===== config.mk =====
export PLATFORM = sky130hd
export DESIGN_NAME = daq_frame_unpacker
export DESIGN_NICKNAME = d
export VERILOG_FILES = /design/src/rtl/daq_frame_unpacker.sv
export SDC_FILE = /design/constraint.sdc
export NUM_CORES = 1
export LEC_CHECK = 0
export ABC_CLOCK_PERIOD_IN_PS = 5600
export BUFFER_PORTS_ARGS = -buffer_cell sky130_fd_sc_hd__buf_2
export CORE_ASPECT_RATIO = 0.5
export CORE_MARGIN = 1
export CORE_UTILIZATION = 30
export CTS_CLUSTER_DIAMETER = 80
export DETAILED_ROUTE_END_ITERATION = 8
export PLACE_DENSITY_LB_ADDON = 0.25
export SLEW_MARGIN = 20
export SYNTH_ARGS = -nofsm -noshare
export SYNTH_HDL_FRONTEND = slang
export SYNTH_SLANG_ARGS = --single-unit

===== constraint.sdc =====
create_clock -name clk -period 5.6 [get_ports clk]
set_clock_uncertainty 0.05 [all_clocks]
set_input_delay 0.56 -clock clk [delete_from_list [all_inputs] [get_ports clk]]
set_output_delay 0.56 -clock clk [all_outputs]
set_load 0.005 [all_outputs]

===== src/rtl/daq_frame_unpacker.sv =====
// daq_frame_unpacker: unpacks framed 64-bit DAQ words into a 32-bit channel stream,
// recovering the fill number and checking header/trailer signatures.
module daq_frame_unpacker #(
    parameter bit          DROP_ZERO_PAD = 1'b1,
    parameter logic [31:0] HDR_SIG       = 32'h00000008,
    parameter logic [63:0] HDR2_WORD     = 64'h000000000000FFFF,
    parameter logic [23:0] TRL_SIG       = 24'h000008
) (
    input  logic        clk,
    input  logic        rst,
    input  logic [63:0] daq_data,
    input  logic        daq_valid,
    input  logic        daq_header,
    input  logic        daq_trailer,
    output logic        daq_ready,
    output logic [31:0] chan_data,
    output logic        chan_valid,
    output logic        chan_last,
    input  logic        chan_ready,
    output logic [23:0] fill_num,
    output logic        fill_valid,
    input  logic        fill_ready,
    output logic        frame_err,
    output logic        err_header,
    output logic        err_trailer,
    output logic        err_seq
);
    typedef enum logic [2:0] {WAIT_HDR, HDR2, WAIT_DATA, HOLD, EMIT_HI, EMIT_LO, DONE} state_t;
    state_t state, state_n;
    logic [63:0] hold_q, out_q;
    logic lastp, accept, hdr_ok, trl_ok;
    logic load_fill, load_hold, load_out, e_hdr, e_trl, e_seq;
    assign accept = daq_valid & daq_ready;
    assign hdr_ok = daq_data[31:0] == HDR_SIG;
    assign trl_ok = daq_data[63:26] == 38'h0 && daq_data[25:24] == fill_num[1:0] && daq_data[23:0] == TRL_SIG;
    assign daq_ready = state inside {WAIT_HDR, HDR2, WAIT_DATA, HOLD};
    assign chan_valid = state == EMIT_HI || state == EMIT_LO;
    assign chan_data = state == EMIT_HI ? out_q[63:32] : out_q[31:0];
    // the low half of the final word is suppressed when it is only zero padding
    assign chan_last = state == EMIT_HI ? lastp & DROP_ZERO_PAD & (out_q[31:0] == 32'h0)
                                        : state == EMIT_LO && lastp;
    assign fill_valid = state == DONE;
    always_comb begin
        state_n = state;
        load_fill = 1'b0;
        load_hold = 1'b0;
        load_out = 1'b0;
        e_hdr = 1'b0;
        e_trl = 1'b0;
        e_seq = 1'b0;
        case (state)
            WAIT_HDR, HDR2, WAIT_DATA, HOLD: if (accept) begin
                if (daq_header) begin
                    state_n = hdr_ok ? HDR2 : WAIT_HDR;
                    load_fill = hdr_ok;
                    e_hdr = !hdr_ok || state == HDR2;
                    e_seq = state == WAIT_DATA || state == HOLD;
                end else if (state == WAIT_HDR) begin
                    e_seq = 1'b1;
                end else if (state == HDR2) begin
                    e_hdr = daq_trailer || daq_data != HDR2_WORD;
                    state_n = e_hdr ? WAIT_HDR : WAIT_DATA;
                end else if (state == WAIT_DATA) begin
                    e_seq = daq_trailer;
                    load_hold = !daq_trailer;
                    state_n = daq_trailer ? WAIT_HDR : HOLD;
                end else begin
                    load_out = 1'b1;
                    load_hold = !daq_trailer;
                    e_trl = daq_trailer & !trl_ok;
                    state_n = EMIT_HI;
                end
            end
            EMIT_HI: state_n = chan_ready ? (chan_last ? DONE : EMIT_LO) : EMIT_HI;
            EMIT_LO: state_n = chan_ready ? (lastp ? DONE : HOLD) : EMIT_LO;
            DONE:    state_n = fill_ready ? WAIT_HDR : DONE;
            default: state_n = WAIT_HDR;
        endcase
    end
    always_ff @(posedge clk or posedge rst) begin
        if (rst) begin
            state <= WAIT_HDR;
            hold_q <= 64'h0;
            out_q <= 64'h0;
            lastp <= 1'b0;
            fill_num <= 24'h0;
            frame_err <= 1'b0;
            err_header <= 1'b0;
            err_trailer <= 1'b0;
            err_seq <= 1'b0;
        end else begin
            state <= state_n;
            err_header <= e_hdr;
            err_trailer <= e_trl;
            err_seq <= e_seq;
            frame_err <= load_fill ? 1'b0 : frame_err | e_trl;
            if (load_fill) fill_num <= daq_data[55:32];
            if (load_hold) hold_q <= daq_data;
            if (load_out) begin
                out_q <= hold_q;
                lastp <= daq_trailer;
            end
        end
    end
endmodule

==> impl_summary.md <==
Yosys
The count of yosys warnings during synthesis is 0. The cell type with the largest total area after synthesis is dfrtp_1. In this run, synthesis produced a sequential element count of 160. The most repeated cell in the gate-level netlist after synthesis is mux2_2. The fraction of post-synthesis cell area in the top cell type by area is 0.5804.

The net count of the mapped netlist is 535. Synthesis produced a netlist whose cell count is ~460. The per-instance average area after synthesis is 14.87 µm². The commonest register cell after synthesis is dfrtp_1.

Counting flops with a built-in enable in the synthesized netlist gives 0. The proportion of register bits with asynchronous set or reset after synthesis is 1.000. The summed instance area of the synthesized netlist is approximately 6900 µm². The commonest cells after synthesis are 165 x mux2_2, 160 x dfrtp_1, 19 x mux2_4.

The sequential fraction of the synthesis area is 0.5804. The number of distinct library cells after synthesis is 36. After synthesis, the cell types taking the most area are dfrtp_1 58%, mux2_2 27%, mux2_4 4.1%, nor4_1 1.5%, buf_2 1.1%.

Worst hold path
The tightest min-delay check is of the input port to asynchronous set/reset pin type.

Placed design
The weighted congestion reported at the end of routability-driven placement is approximately 0.77. Once placement finished, the instance area stood at just under 8000 µm². The total of buffers placed on input and output ports is about 130. The final HPWL from detailed placement is approximately 12 mm. Timing analysis after detailed placement gives a worst setup slack of 2.443 ns.

Critical path
Data on the critical path is required at its endpoint by between 4 and 5 ns. Traced cell by cell, the critical path runs through nand2b_1 > nor2_4 > buf_16 > mux2_2 > buf_2. For this run, the slowest stage of the critical path takes approximately 0.54 ns.

The startpoint class of the critical path is a flop. In this design, the largest share of critical-path delay is due to simple AND/OR/NAND/NOR gates. The critical path's slowest cell is nor2_4. STA puts the critical path data arrival time at 2.49 ns. The critical path endpoint category is a primary output. Together, buffers and inverters on the worst path number 2.

The maximum fanout encountered on the critical timing path is 18. The startpoint identified for the worst register-to-register timing path is state[1]$_DFFE_PP0P_. Measured in cells, the most critical reg-to-reg path has a length of 4. The reg2reg setup slack is roughly 2.8 ns. The category of the most critical setup path is flop to primary output. The worst reg2reg path endpoint is out_q[63]$_DFFE_PP0P_.

CTS
The tree is rooted in a clkbuf_16. The number of setup buffers added after CTS is 0. The maximum clock insertion buffer count is 2.

The H-tree depth is 4. After clock tree synthesis, the flow added hold-fix buffers numbering 0. The TritonCTS clock tree is yes. The number of sinks driven by the clock tree is between 150 and 200. The clock latency at the later pin of the worst-skew pair is approximately 0.42 ns. The number of resized instances in the post-cts repair step is 0.

After clock tree synthesis, the clock-pin slew on the worst setup and hold paths is ~0.070 ns. The number of buffers inserted during clock tree synthesis is 17.

Floorplan
The starting density of the core is 0.3120. In this run the vertical extent of the chip is between 100 and 150 µm. The area of the core is ~22,000 µm².

The die covers ~24,000 µm². In this run the horizontal extent of the chip is between 200 and 250 µm. The number of top-level pins is around 140. The number of placement rows is 38.

Final layout
The number of nets in the finished design is roughly 670. The number of fill cells in the layout is around 2,100. Measured on the finished design, the core utilization comes to 0.3834.

In the final layout, the share of cells above drive strength 1 is 0.5934. After routing the design area is between 8000 and 9000 µm². The post-synthesis to final-layout area growth is 22.89%.

Power
The analysis attributes to cell leakage a power of approximately 4.4 nW. The share of total power dissipated in the clock network is 0.492. The net load switching power is between 0.0005 and 0.0006 W. Of the total power, the share spent switching nets is 0.2182. The peak supply drop is ~200 µV.

Cell internal power was estimated by the tool at ~0.0019 W. The total power divided by cell area is 286.5 nW/µm². The part of the total power dissipated in sequential elements is 0.476. The portion of total power attributed to combinational logic is 0.032.

STA
For the pin with the worst max-slew slack, the measured transition is 1.062 ns. Setup repair after global routing left no endpoint under its margin. Counting I/O delays and the setup requirement, the final critical path takes approximately 3.1 ns. Once routing completed, OpenROAD measured the worst setup slack at between 2 and 3 ns. Adding up every negative setup slack in the final design gives 0 ns. The final number of max-transition violations is 0. Setup violations remaining at the end of the flow were counted as 0. The part of the cycle the worst path needs is 0.5532. In this run the tightest slew margin relative to its limit is 0.2917.

The hold violation count in the final report is 0. The upper clock frequency limit is about 320 MHz.

GRT
The initial antenna violation count came to 2. The first global-routing pass estimated around 26 mm of wire. Across every metal layer, demand over resource in global routing totals 0.1463. Summed over all layers, the global routing overflow is 0.

The number of global-route vias before repair is 4,452. Entering global routing, the biggest net connects around 110 pins.

Route
For this block, the routed nets add up to between 15 and 20 mm of wire. The number of DRC markers in iteration 0 is 200. The final antenna-violating net count is 0. The detailed router placed 4,272 vias in this run. In the final routed layout, each cell accounts on average for 18.39 µm.

The remaining design rule violation count is 0. The detailed-routing iteration count for the pre-antenna-repair pass is 4. Using the TritonRoute via totals, the vias-per-cell ratio works out to approximately 4.7.

Run
The max-capacitance violation count is 0.

Status
The run finished with clean final reports.
## worst max-delay path by stage
stage / from / to / slack (ns) / cells after the start
final: state[1]$_DFFE_PP0P_ / chan_data[9] / 2.50 / 5
after global routing: out_q[6]$_DFFE_PP0P_ / chan_last / 2.32 / 6
after CTS: state[1]$_DFFE_PP0P_ / chan_data[9] / 2.47 / 5
after detailed placement: daq_data[20] / fill_num[9]$_DFFE_PP0P_ / 2.44 / 6
after global placement: daq_data[20] / fill_num[9]$_DFFE_PP0P_ / 2.47 / 6
after floorplan: rst / err_header$_DFF_PP0_ / 0.67 / 1
## power by group through the flow
stage	clock, W	sequential, W	combinational, W
after global routing	0.00128	0.00116	0.0000881
after CTS	0.00123	0.00116	0.0000814
after detailed placement	0	0.00118	0.0000810
after floorplan	0	0.00118	0.0000247
final	0.00119	0.00116	0.0000779
after global placement	0	0.00118	0.0000799
## routing by layer
layer  up-vias  wire length (µm)  GRT usage
met2        64              8071     0.2333
met5         -                 0          0
met1      2234              7897     0.1952
met3        16               594    0.03710
li1       1958                 -          -
met4         0               190    0.04779
## flip-flops by register name (all words and copies together), names as in the netlist
signal / count
hold_q: 64
out_q: 64
fill_num: 24
state: 3
err_header: 1
err_seq: 1
err_trailer: 1
frame_err: 1
lastp: 1
## layout make-up
type / count / area, µm² / area share
multi-input combinational: 275 / 2749 / 0.3243
inverter: 6 / 27.53 / 0.003247
clock inverter: 11 / 155.1 / 0.01830
tap: 300 / 375.4 / 0.04428
timing repair buffer: 137 / 713.2 / 0.08413
antenna: 1 / 2.502 / 0.0002952
clock buffer: 21 / 450.4 / 0.05314
sequential: 160 / 4004 / 0.4723
## cells in the final DEF, fill, tap and decap left out, types with 2 or more instances in the layout
| master | count |
|---|---|
| a21oi_1 | 3 |
| a31oi_1 | 2 |
| and3_2 | 2 |
| buf_2 | 134 |
| buf_4 | 2 |
| bufinv_16 | 3 |
| clkbuf_1 | 3 |
| clkbuf_16 | 17 |
| clkinv_4 | 2 |
| clkinvlp_4 | 4 |
| dfrtp_1 | 160 |
| inv_1 | 5 |
| inv_6 | 3 |
| mux2_2 | 165 |
| mux2_4 | 19 |
| nand2_1 | 8 |
| nand2b_1 | 3 |
| nand4_1 | 9 |
| nor2_1 | 9 |
| nor2b_1 | 3 |
| nor3_1 | 4 |
| nor3b_1 | 3 |
| nor4_1 | 17 |
| nor4_2 | 4 |
| o21ai_0 | 6 |
| xor2_1 | 2 |
## kinds of logic (layout without fill, tap and decap cells)
kind of cell | Yosys count | count (layout) | share of synthesized area
compound gates | 18 | 18 | 0.01705
xor+xnor | 2 | 2 | 0.002540
buf+inv | 29 | 175 | 0.02431
flops | 160 | 160 | 0.5804
mux | 185 | 185 | 0.3122
other cells | 0 | 1 | 0
simple gates | 70 | 70 | 0.06349
## stage by stage
step                hold slack (ns)  instances  total power [W]
CTS                          0.3261        910         0.002465
finish                       0.3314        911         0.002429
floorplan                    0.4236        464         0.001203
detailed placement           0.4367        878         0.001259
global placement             0.4289        877         0.001258
global route                 0.3232        910         0.002528
Note: power is estimated with default switching activity, not from simulation.
